## src/rtl/router_arbiter_if.sv

```systemverilog
// Requester-side handshake and router-side output bus of the round-robin arbiter.
// The dbg_* signals expose the arbiter FSM so checkers can observe it directly.
interface router_arbiter_if #(
    parameter int DATA_WIDTH = 32
);
    logic [3:0]            req_valid;
    logic [DATA_WIDTH-1:0] req_data0;
    logic [DATA_WIDTH-1:0] req_data1;
    logic [DATA_WIDTH-1:0] req_data2;
    logic [DATA_WIDTH-1:0] req_data3;
    logic [1:0]            req_addr0;
    logic [1:0]            req_addr1;
    logic [1:0]            req_addr2;
    logic [1:0]            req_addr3;
    logic [3:0]            req_ready;

    logic                  d_en;
    logic [1:0]            addr;
    logic [DATA_WIDTH-1:0] din;
    logic [1:0]            grant_id;

    logic                  dbg_busy;
    logic [1:0]            dbg_owner;
    logic [4:0]            dbg_cnt;

    // Handshake: a beat of requester i transfers in any cycle where
    // req_valid[i] && req_ready[i]; req_ready is combinational and one-hot
    // or zero, and a requester holds valid/data/addr stable until accepted.
    modport master (
        output req_valid, req_data0, req_data1, req_data2, req_data3,
        output req_addr0, req_addr1, req_addr2, req_addr3,
        input  req_ready, d_en, addr, din, grant_id,
        input  dbg_busy, dbg_owner, dbg_cnt
    );

    modport slave (
        input  req_valid, req_data0, req_data1, req_data2, req_data3,
        input  req_addr0, req_addr1, req_addr2, req_addr3,
        output req_ready, d_en, addr, din, grant_id,
        output dbg_busy, dbg_owner, dbg_cnt
    );
endinterface

```

## src/rtl/router_arbiter.sv

```systemverilog
// Round-robin arbiter with burst limit feeding the single input of a 4-way router.
// One beat is accepted per cycle whenever any requester is valid; output is registered.
module router_arbiter #(
    parameter int DATA_WIDTH = 32,
    parameter int MAX_BURST  = 4
) (
    input  logic             clk,
    input  logic             reset,
    router_arbiter_if.slave  bus
);
    localparam logic [4:0] MAX_B = 5'(MAX_BURST);

    typedef enum logic {
        IDLE  = 1'b0,
        BURST = 1'b1
    } state_e;

    state_e                state_q, state_d;
    logic [1:0]            owner_q, owner_d;
    logic [4:0]            cnt_q,   cnt_d;
    logic                  d_en_q,  d_en_d;
    logic [1:0]            addr_q,  addr_d;
    logic [DATA_WIDTH-1:0] din_q,   din_d;
    logic [1:0]            gid_q,   gid_d;

    logic [DATA_WIDTH-1:0] data_arr [4];
    logic [1:0]            addr_arr [4];
    logic                  cont;
    logic                  win_vld;
    logic [1:0]            win_idx;
    logic [1:0]            cand;

    always_comb begin
        data_arr[0] = bus.req_data0;
        data_arr[1] = bus.req_data1;
        data_arr[2] = bus.req_data2;
        data_arr[3] = bus.req_data3;
        addr_arr[0] = bus.req_addr0;
        addr_arr[1] = bus.req_addr1;
        addr_arr[2] = bus.req_addr2;
        addr_arr[3] = bus.req_addr3;
    end

    // Winner selection. The rotate search scans owner+4 (the owner itself)
    // first and owner+1 last, so the lowest offset overrides and an owner that
    // exhausted its burst is only picked when nobody else is valid.
    always_comb begin
        cont    = (state_q == BURST) && bus.req_valid[owner_q] && (cnt_q < MAX_B);
        win_vld = 1'b0;
        win_idx = owner_q;
        cand    = owner_q;
        if (cont) begin
            win_vld = 1'b1;
        end else begin
            for (int k = 4; k >= 1; k--) begin
                cand = owner_q + 2'(k);
                if (bus.req_valid[cand]) begin
                    win_vld = 1'b1;
                    win_idx = cand;
                end
            end
        end
    end

    always_comb begin
        state_d = state_q;
        owner_d = owner_q;
        cnt_d   = cnt_q;
        d_en_d  = 1'b0;
        addr_d  = 2'b00;
        din_d   = '0;
        gid_d   = gid_q;
        if (win_vld) begin
            state_d = BURST;
            if (cont) begin
                cnt_d = cnt_q + 5'd1;
            end else begin
                owner_d = win_idx;
                cnt_d   = 5'd1;
            end
            d_en_d = 1'b1;
            addr_d = addr_arr[win_idx];
            din_d  = data_arr[win_idx];
            gid_d  = win_idx;
        end else begin
            state_d = IDLE;
            cnt_d   = 5'd0;
        end
    end

    always_ff @(posedge clk) begin
        if (reset) begin
            state_q <= IDLE;
            owner_q <= 2'd3;
            cnt_q   <= 5'd0;
            d_en_q  <= 1'b0;
            addr_q  <= 2'b00;
            din_q   <= '0;
            gid_q   <= 2'd0;
        end else begin
            state_q <= state_d;
            owner_q <= owner_d;
            cnt_q   <= cnt_d;
            d_en_q  <= d_en_d;
            addr_q  <= addr_d;
            din_q   <= din_d;
            gid_q   <= gid_d;
        end
    end

    // Acceptance is suppressed during reset so no beat is lost into a cleared register.
    assign bus.req_ready = (win_vld && !reset) ? (4'b0001 << win_idx) : 4'b0000;
    assign bus.d_en      = d_en_q;
    assign bus.addr      = addr_q;
    assign bus.din       = din_q;
    assign bus.grant_id  = gid_q;
    assign bus.dbg_busy  = (state_q == BURST);
    assign bus.dbg_owner = owner_q;
    assign bus.dbg_cnt   = cnt_q;
endmodule
```

## src/flat_wrapper.sv

```systemverilog
// flat-port wrapper written by rule: the top's interface ports become plain ports
module router_arbiter_flat 
#(
    parameter int DATA_WIDTH = 32,
    parameter int MAX_BURST  = 4
)
  (clk, reset, bus_req_valid, bus_req_data0, bus_req_data1, bus_req_data2, bus_req_data3, bus_req_addr0, bus_req_addr1, bus_req_addr2, bus_req_addr3, bus_req_ready, bus_d_en, bus_addr, bus_din, bus_grant_id, bus_dbg_busy, bus_dbg_owner, bus_dbg_cnt);
  router_arbiter_if #(.DATA_WIDTH(DATA_WIDTH)) bus_i ();
  input  logic clk;
  input  logic reset;
  input wire logic [$bits(bus_i.req_valid)-1:0] bus_req_valid;
  input wire logic [$bits(bus_i.req_data0)-1:0] bus_req_data0;
  input wire logic [$bits(bus_i.req_data1)-1:0] bus_req_data1;
  input wire logic [$bits(bus_i.req_data2)-1:0] bus_req_data2;
  input wire logic [$bits(bus_i.req_data3)-1:0] bus_req_data3;
  input wire logic [$bits(bus_i.req_addr0)-1:0] bus_req_addr0;
  input wire logic [$bits(bus_i.req_addr1)-1:0] bus_req_addr1;
  input wire logic [$bits(bus_i.req_addr2)-1:0] bus_req_addr2;
  input wire logic [$bits(bus_i.req_addr3)-1:0] bus_req_addr3;
  output wire logic [$bits(bus_i.req_ready)-1:0] bus_req_ready;
  output wire logic [$bits(bus_i.d_en)-1:0] bus_d_en;
  output wire logic [$bits(bus_i.addr)-1:0] bus_addr;
  output wire logic [$bits(bus_i.din)-1:0] bus_din;
  output wire logic [$bits(bus_i.grant_id)-1:0] bus_grant_id;
  output wire logic [$bits(bus_i.dbg_busy)-1:0] bus_dbg_busy;
  output wire logic [$bits(bus_i.dbg_owner)-1:0] bus_dbg_owner;
  output wire logic [$bits(bus_i.dbg_cnt)-1:0] bus_dbg_cnt;
  assign bus_i.req_valid = bus_req_valid;
  assign bus_i.req_data0 = bus_req_data0;
  assign bus_i.req_data1 = bus_req_data1;
  assign bus_i.req_data2 = bus_req_data2;
  assign bus_i.req_data3 = bus_req_data3;
  assign bus_i.req_addr0 = bus_req_addr0;
  assign bus_i.req_addr1 = bus_req_addr1;
  assign bus_i.req_addr2 = bus_req_addr2;
  assign bus_i.req_addr3 = bus_req_addr3;
  assign bus_req_ready = bus_i.req_ready;
  assign bus_d_en = bus_i.d_en;
  assign bus_addr = bus_i.addr;
  assign bus_din = bus_i.din;
  assign bus_grant_id = bus_i.grant_id;
  assign bus_dbg_busy = bus_i.dbg_busy;
  assign bus_dbg_owner = bus_i.dbg_owner;
  assign bus_dbg_cnt = bus_i.dbg_cnt;
  router_arbiter #(.DATA_WIDTH(DATA_WIDTH), .MAX_BURST(MAX_BURST)) u_core (.clk(clk), .reset(reset), .bus(bus_i));
endmodule
```

## config.mk

```make
export PLATFORM = sky130hd
export DESIGN_NAME = router_arbiter_flat
export DESIGN_NICKNAME = d
export VERILOG_FILES = /design/src/rtl/router_arbiter_if.sv /design/src/rtl/router_arbiter.sv /design/src/flat_wrapper.sv
export SDC_FILE = /design/constraint.sdc
export NUM_CORES = 1
export LEC_CHECK = 0
export ABC_AREA = 1
export CORE_ASPECT_RATIO = 1.5
export CORE_UTILIZATION = 36
export DETAILED_ROUTE_END_ITERATION = 6
export PLACE_DENSITY = 0.91
export SETUP_SLACK_MARGIN = 0.1
export SKIP_CTS_REPAIR_TIMING = 1
export SLEW_MARGIN = 5
export SYNTH_ARGS = -nofsm -noshare
export SYNTH_HDL_FRONTEND = slang
export SYNTH_SLANG_ARGS = --single-unit
```

## constraint.sdc

```tcl
create_clock -name clk -period 2.6 [get_ports clk]
set_input_delay 0.65 -clock clk [delete_from_list [all_inputs] [get_ports clk]]
set_output_delay 0.65 -clock clk [all_outputs]
set_load 0.1 [all_outputs]
```

## After elaboration in Yosys (flattened, before gate mapping)

Index checks and enable logic that the tools add are counted.

| word-level totals | value |
|---|---|
| bits in registers | 44 |
| bits in latches | 0 |
| RAM bits | 0 |
| memory bits (read-only) | 0 |
| input bits | 142 |
| output and inout bits | 49 |
| word-level logic and storage cells | 54 |
| memories kept | 0 |

| operators by class | value |
|---|---|
| add/subtract/negate cells | 4 |
| $mul | 0 |
| div/mod/pow operators | 0 |
| $lt $le $gt $ge | 6 |
| equality and inequality tests | 0 |
| shift operators | 1 |
| muxes and demuxes | 26 |
| bitwise logic cells | 3 |
| reductions and logical operators | 7 |

Operators with widths:

| kind | count |
|---|---|
| binary-select mux 32 bit (select 2 bit) | 1 |
| two-way mux 32 bit | 2 |
| less-than comparator 2 x 3 -> 1 bit, second input constant | 4 |
| two-way mux 2 bit | 6 |
| two-way mux 1 bit | 11 |
| binary-select mux 1 bit (select 2 bit) | 4 |
| adder 5 x 1 -> 5 bit, second input constant | 1 |
| less-than comparator 5 x 3 -> 1 bit, second input constant | 1 |
| adder 2 bit, second input constant | 2 |
| binary-select mux 2 bit (select 2 bit) | 1 |
| two-way mux 4 bit | 1 |
| << shifter 1 x 2 -> 4 bit, first input constant | 1 |
| >= comparator 3 bit, second input constant | 1 |
| logical AND 1 bit | 3 |
| inverter 2 -> 3 bit | 1 |
| OR reduction 3 bit | 1 |
| adder 2 x 1 -> 2 bit, second input constant | 1 |
| inverter 1 bit | 2 |
| AND reduction 2 bit | 1 |
| OR reduction 2 bit | 1 |
| logical NOT 1 bit | 1 |

## Longest topological paths before layout

Gate-level depths: netlist of run 1.

| depth | value |
|---|---|
| depth after elaboration | 11 |
| depth in mapped cells | 16 |
| gate-level depth less buffers | 14 |

## Worst setup path before layout of run 1

Ideal clock, no wire load.

| path | value |
|---|---|
| kind | register to output |
| start | register u_core.owner_q[1], in the netlist u_core.bus.dbg_owner[1] |
| end | output port bus_req_ready[2] |
| data arrival time | 4153 ps |
| required time | 1950 ps |
| setup slack | -2203 ps |
| stages on the path, launching flop included | 12 |
| path buffers | 1 |
| cells stage by stage | dfxtp_1 inv_1 nand2_1 nand2_1 nand2_1 nand2_1 inv_2 nand2_1 nand3_1 nand2_2 clkbuf_1 nor3_1 |

| between the ends | value |
|---|---|
| cells in the longest elaborated chain, start to end | 9 |
| elaborated cells on any way between the ends | 25 |
| classes of those cells | 3 x add/sub; 1 x shift; 18 x mux; 3 x reduce/logical |

RTL lines:

| item | line | RTL |
|---|---|---|
| from (decl) | router_arbiter.sv:19 | `logic [1:0] owner_q, owner_d;` |
| from (signal assigned) | router_arbiter.sv:102 | `owner_q <= owner_d;` |
| adder 2 bit / binary-select mux 1 bit (select 2 bit) (equally long branches) | router_arbiter.sv:56, router_arbiter.sv:48, router_arbiter.sv:57 |  |
| binary-select mux 1 bit (select 2 bit) / two-way mux 1 bit (equally long branches) | router_arbiter.sv:57, router_arbiter.sv:48 |  |
| two-way mux 1 bit (not written as such) | router_arbiter.sv:57 | `if (bus.req_valid[cand]) begin` |
| two-way mux 2 bit / two-way mux 1 bit (equally long branches) (3 in series) | router_arbiter.sv:57 |  |
| two-way mux 2 bit / two-way mux 1 bit (equally long branches) | router_arbiter.sv:52 | `if (cont) begin` |
| << shifter 1 x 2 -> 4 bit / logical AND 1 bit (equally long branches) | router_arbiter.sv:112 | `assign bus.req_ready = (win_vld && !reset) ? (4'b0001 << win_idx) : 4'b0000;` |
| two-way mux 4 bit * | router_arbiter.sv:112 |  |
| to (decl) | flat_wrapper.sv:20 | `output wire logic [$bits(bus_i.req_ready)-1:0] bus_req_ready;` |

Mark *: on every way between the ends. The rest lies on a longest branch, timed or not. The select of a mux whose other input is x is not followed.

## Worst setup path in the final report of run 1

| path | value |
|---|---|
| start | input port bus_req_valid[1] |
| end | output port bus_req_ready[0] |

| between the ends | value |
|---|---|
| cells in the longest elaborated chain, start to end | 9 |
| elaborated cells on any way between the ends | 22 |
| classes of those cells | 1 x shift; 18 x mux; 3 x reduce/logical |

RTL lines:

| item | line | RTL |
|---|---|---|
| from (decl) | flat_wrapper.sv:11 | `input wire logic [$bits(bus_i.req_valid)-1:0] bus_req_valid;` |
| binary-select mux 1 bit (select 2 bit) | router_arbiter.sv:48, router_arbiter.sv:57 |  |
| two-way mux 1 bit (not written as such) | router_arbiter.sv:48, router_arbiter.sv:57 |  |
| two-way mux 1 bit (4 in series) | router_arbiter.sv:57 |  |
| two-way mux 1 bit | router_arbiter.sv:52 |  |
| logical AND 1 bit | router_arbiter.sv:112 |  |
| two-way mux 4 bit * | router_arbiter.sv:112 |  |

Marks and branches as above.

==> flow_summary.ini, run 1 <==
[run_status]
outcome = finished, violations left
violations = negative setup slack

[cells_and_area]
layout_commonest_cell = nand2_1
nFillCells = 598
synthToLayoutAreaGrowth_pct = 77.18
multi_input_comb_area_mm2 = 0.001774
diodes = 0
layout.nets = 789
final_cell_mix = nand2_1, clkdlybuf4s50_1, nand3_1
seqCellArea_um2 = 895.9
final_cells = 747
drive_gt1_share_pct = 19.32
final_core_util_pct = 66.84

[hold_path]
hold_class = reg -> reg

[timing]
hold_viol = 0
skew_ns = 0.003527
post-route-period-util_pct = 104.8
worst_slew_pin_slew_ns = 0.7208
rsz0062_at_grt = yes
whs_ns = 0.5069
post-route-min-period_ns = 2.726
fin_ws_ns = -0.1259
slew_headroom_pct = 51.94
setup_viol = 4
drv_slew = 0
fmax_mhz = 366.9

[logic_synthesis]
yosysSeqAreaShare_pct = 31.68
synth_flop_cell = dfxtp_1
async_reset_ff_share_pct = 0
synth_area_leaders = dfxtp_1, nand2_1, nand3_1, nor2_1, buf_4
avgSynthCellArea_um2 = 6.031
ys_ff_latch = 44
netlist.area_leader.share_pct = 31.68
synth_warnings = 0
syn_area_mm2 = 0.002780
synth-edff-count = 0
syn_inst = 461
synth_top_area_cell = dfxtp_1
ys_types = 24

[global_route]
track_usage_pct = 23.11
antenna_found_initial = 0
grt_pass1_vias = 3357
grt_pass1_wl_um = 14640
grt_max_degree = 70
grt-ovfl-total = 0

[place]
hpwl_um = 7282
dp_slack_ns = -0.4505
io_buffers = 190
dp.cells = 728
gp_congestion = 0.8512

[die]
fp.dieArea_mm2 = 0.008085
die_h_um = 109.6
start_util_pct = 37.72
core-area_mm2 = 0.007370
rows = 38
ios = 191
die_w_um = 73.75

[drt]
dr.pass1.iters = 5
routed_wl_um = 10140
postRouteAntennaNets = 0
wl_per_cell_um = 13.58
vias_per_cell = 4.894
drt_iter0_markers = 172
vias = 3656
remaining_drc_errors = 0

[clocking]
numClockSinks = 44
htreeDepth = 2
clock_latency_ns = 0.29
clockBufferDepth = 2
cts_made_buffers = 5
cts_tree = yes
clk_pin_slew_ns = 0.08
root_buffer = clkbuf_8

[critical_path]
cp-end-kind = primary output
critical_path_peak_fanout = 5
critPathArrivalTime_ns = 2.08
cp-start-kind = input pin
critPathKind = in -> out
required_ns = 1.95

[run]
maxCapViolations = 0
## worst paths after layout
kind | start | to | slack [ns] | cells after the start
setup / recovery | bus_req_valid[1] | bus_req_ready[0] | -0.13 | 12
hold / removal | u_core.bus.grant_id[1] | u_core.bus.grant_id[1] | 0.51 | 2
setup reg to reg | u_core.bus.dbg_owner[0] | u_core.bus.din[1] | 0.31 | 11
hold reg to reg | u_core.bus.grant_id[1] | u_core.bus.grant_id[1] | 0.51 | 2
## critical path, stage by stage
cell	delay [ns]
clkbuf_2	0.10
inv_1	0.07
nand2_1	0.16
nand3_2	0.13
nand3_1	0.12
nand2_1	0.08
nand2_2	0.09
nand3_4	0.08
nand2_4	0.12
inv_2	0.08
nor3_4	0.19
buf_12	0.20
## stage by stage
step	area (um2)	TNS, ns
6_report	4926	-0.2757
5_1_grt	4926	-0.5512
4_1_cts	4738	-1.680
3_3_place_gp	4646	-6.134
2_1_floorplan	2856	-1.196
3_5_place_dp	4646	-10.07
## layout make-up
cell class / instances / share of cell area (%)
Clock buffer: 5 / 1.397
Clock inverter: 3 / 0.4826
Inverter: 13 / 1.143
Multi-Input combinational cell: 372 / 36.02
Sequential cell: 44 / 18.19
Tap cell: 100 / 2.540
Timing Repair Buffer: 210 / 40.23
## registers in the layout, summed over array words and instances (netlist names)
signal	count
u_core.bus.grant_id	2
u_core.bus.dbg_cnt	5
u_core.bus.dbg_owner	2
u_core.bus.din	32
u_core.bus.addr	2
u_core.bus.dbg_busy	1
## cell usage after synthesis, types with 2 or more instances
master,instances
nor3_1,4
buf_4,9
nor2_1,72
inv_1,10
nand2_2,4
dfxtp_1,44
buf_6,5
buf_2,13
nand2_1,168
clkbuf_1,4
nand3_2,3
nand3_1,110
nand2_4,3
inv_2,2
## kinds of logic (layout without fill, tap and decap cells)
kind of cell | after synthesis | in the layout | synth area share (%)
xor+xnor | 1 | 1 | 0.3151
other cells | 1 | 2 | 0.1349
simple gates | 366 | 366 | 57.11
compound gates | 2 | 2 | 0.3597
buf+inv | 46 | 231 | 9.945
fa+ha+maj | 1 | 1 | 0.4500
flops | 44 | 44 | 31.68
## per-layer routing
metal / global-route usage, % / vias to the layer above / wire length (um)
met5: 0 / - / 0
met4: 6.319 / 0 / 212
met3: 5.500 / 20 / 820
met2: 46.00 / 196 / 5536
met1: 23.02 / 1611 / 3573
li1: - / 1829 / -
Power of run 1 is not shown: default switching activity piles up to over one toggle a cycle in this logic, so the estimate is an artifact.
==> inputs of run 2 (changes only) <==
--- a/config.mk
+++ b/config.mk
@@ -6,10 +6,12 @@
 export NUM_CORES = 1
 export LEC_CHECK = 0
 export ABC_AREA = 1
+export CAP_MARGIN = 10
 export CORE_ASPECT_RATIO = 1.5
+export CORE_MARGIN = 8
 export CORE_UTILIZATION = 36
 export DETAILED_ROUTE_END_ITERATION = 6
-export PLACE_DENSITY = 0.91
+export PLACE_DENSITY = 0.82
 export SETUP_SLACK_MARGIN = 0.1
 export SKIP_CTS_REPAIR_TIMING = 1
 export SLEW_MARGIN = 5
==> run 2 against run 1 <==
  * The run still ends with negative setup slack left
  * First-iteration DRC count increased by 28%
  * Register-to-register slack got worse by 0.10 ns
  * Non-clock buffer count increased by 3
  * Count of clock-buffer cells in the layout unchanged
  * Clock skew increased by 0.0020 ns
  * Die area increased by 34%
  * Worst hold slack got worse by 0.020 ns
  * Utilization increased by 0.30 points
  * Worst setup slack improved by 0.050 ns
  * Sequential share of layout area decreased by 0.55 points
  * Highest routed layer is now met5
==> flow_summary.ini, run 2 (synthesis results as in run 1) <==
[drt]
vias_per_cell = 4.891
wl_per_cell_um = 15.59
vias = 3678
drt_iter0_markers = 220
remaining_drc_errors = 0
postRouteAntennaNets = 0
dr.pass1.iters = 4
routed_wl_um = 11720

[critical_path]
cpMaxStageDelayCell = dfxtp_4
critPathKind = reg -> out
cp-start-kind = flip-flop
critPathBufInv = 5
r2r_start = u_core.bus.dbg_owner[1]
crit_path_end = bus_req_ready[2]
cp_num_cells = 10
ff2ff_setup_slack_ns = 0.21
cp_cell_sequence = clkinvlp_4 -> buf_6 -> buf_4 -> nand2_4 -> nand3_4 -> nand3_4 -> nand2_4 -> buf_12 -> nor3_4 -> buf_12
crit_path_start = u_core.bus.dbg_owner[1]
critPathArrivalTime_ns = 2.03
required_ns = 1.95
r2r_cells = 12
r2r_end = u_core.bus.din[19]
path_delay_family = buffers and inverters
critical_path_peak_fanout = 5
cp-end-kind = primary output
max_stage_delay_ns = 0.37

[run_status]
violations = negative setup slack
outcome = finished, violations left

[global_route]
antenna_found_initial = 1
grt_pass1_wl_um = 16760
grt-ovfl-total = 0
track_usage_pct = 19.58
grt_pass1_vias = 3496
grt_max_degree = 70

[die]
start_util_pct = 36.76
die_w_um = 87.75
ios = 191
core-area_mm2 = 0.007564
fp.dieArea_mm2 = 0.01085
rows = 39
die_h_um = 123.6

[cells_and_area]
final_core_util_pct = 67.15
synthToLayoutAreaGrowth_pct = 82.67
layout_commonest_cell = nand2_1
seqCellArea_um2 = 895.9
multi_input_comb_area_mm2 = 0.001794
layout.nets = 792
nFillCells = 651
diodes = 0
drive_gt1_share_pct = 19.85
largest_reg_flops = 32
final_cell_mix = nand2_1, clkdlybuf4s50_1, nand3_1

[timing]
slew_headroom_pct = 51.55
setup_tns_ns = -0.2044
fin_ws_ns = -0.07569
post-route-min-period_ns = 2.676
whs_ns = 0.4873
setup_viol = 4
hold_viol = 0
rsz0062_at_grt = yes
fmax_mhz = 373.7
drv_slew = 0
worst_slew_pin_slew_ns = 0.7268
skew_ns = 0.005498
post-route-period-util_pct = 102.9

[clocking]
cts_made_buffers = 5
numClockSinks = 44
cts_tree = yes
clock_latency_ns = 0.28
clockBufferDepth = 2
clk_pin_slew_ns = 0.06
htreeDepth = 2
root_buffer = clkbuf_16

[place]
gp_congestion = 0.8432
hpwl_um = 8479
io_buffers = 190
dp_slack_ns = -0.4326

[hold_path]
hold_class = reg -> reg

[run]
maxCapViolations = 0
[run 2: cell types whose count changed in the layout (fill, tap and decap cells not counted), sizes merged]
| cell | before | now |
|---|---|---|
| buf | 69 | 72 |
| dlymetal6s2s | 2 | 3 |
| clkinv | 1 | 2 |
| inv | 13 | 12 |
| clkinvlp | 2 | 1 |
| clkbuf | 7 | 6 |
| bufinv | 0 | 1 |
[run 2: cell type report]
cell class / count / area share, %
flip-flops and latches: 44 / 17.64
inverters: 13 / 1.183
repair buffers: 213 / 39.94
clock inverters: 3 / 0.9362
multi-input cells: 372 / 35.33
well taps: 102 / 2.513
clock buffers: 5 / 2.464
[run 2: worst min path at each step]
stage / from / endpoint / slack [ns] / cells after the start
finish: u_core.bus.dbg_cnt[0] / u_core.bus.dbg_cnt[0] / 0.49 / 1
global route: u_core.bus.dbg_cnt[0] / u_core.bus.dbg_cnt[0] / 0.51 / 1
CTS: u_core.bus.grant_id[0] / u_core.bus.grant_id[0] / 0.48 / 2
detailed placement: u_core.bus.dbg_cnt[0] / u_core.bus.dbg_cnt[0] / 0.47 / 1
global placement: u_core.bus.grant_id[0] / u_core.bus.grant_id[0] / 0.48 / 2
floorplan: u_core.bus.dbg_cnt[2] / u_core.bus.dbg_cnt[2] / 0.77 / 2
[run 2: stage by stage]
| stage | cells | cell area, um2 |
|---|---|---|
| 2_1_floorplan | 462 | 2856 |
| 3_3_place_gp | 730 | 4648 |
| 3_5_place_dp | 730 | 4648 |
| 4_1_cts | 738 | 4821 |
| 5_1_grt | 752 | 5079 |
| 6_report | 752 | 5079 |
[run 2: worst reg2reg max path, delay by kind of cell (launching register included)]
kind,cells,cell delay (ns)
DFF,1,0.37
buffers and inverters,3,0.85
and+or+nand+nor,9,1.10
[run 2: routing by layer]
layer	vias up	GRT usage [%]	wire, um
met5	-	0	10
met4	2	8.649	423
met3	28	5.945	963
met2	174	36.04	6239
met1	1636	19.59	4088
li1	1838	-	-
Power of run 2 is left out for the same reason.
==> inputs of run 3 (changes only) <==
--- a/config.mk
+++ b/config.mk
@@ -6,10 +6,11 @@
 export NUM_CORES = 1
 export LEC_CHECK = 0
 export ABC_AREA = 1
-export CAP_MARGIN = 10
+export CAP_MARGIN = 40
 export CORE_ASPECT_RATIO = 1.5
 export CORE_MARGIN = 8
 export CORE_UTILIZATION = 36
+export CTS_CLUSTER_SIZE = 10
 export DETAILED_ROUTE_END_ITERATION = 6
 export PLACE_DENSITY = 0.82
 export SETUP_SLACK_MARGIN = 0.1
==> results of run 3 <==
No change in the layout: final DEF, timing and power equal those of run 2.
Power of run 3 is left out for the same reason.
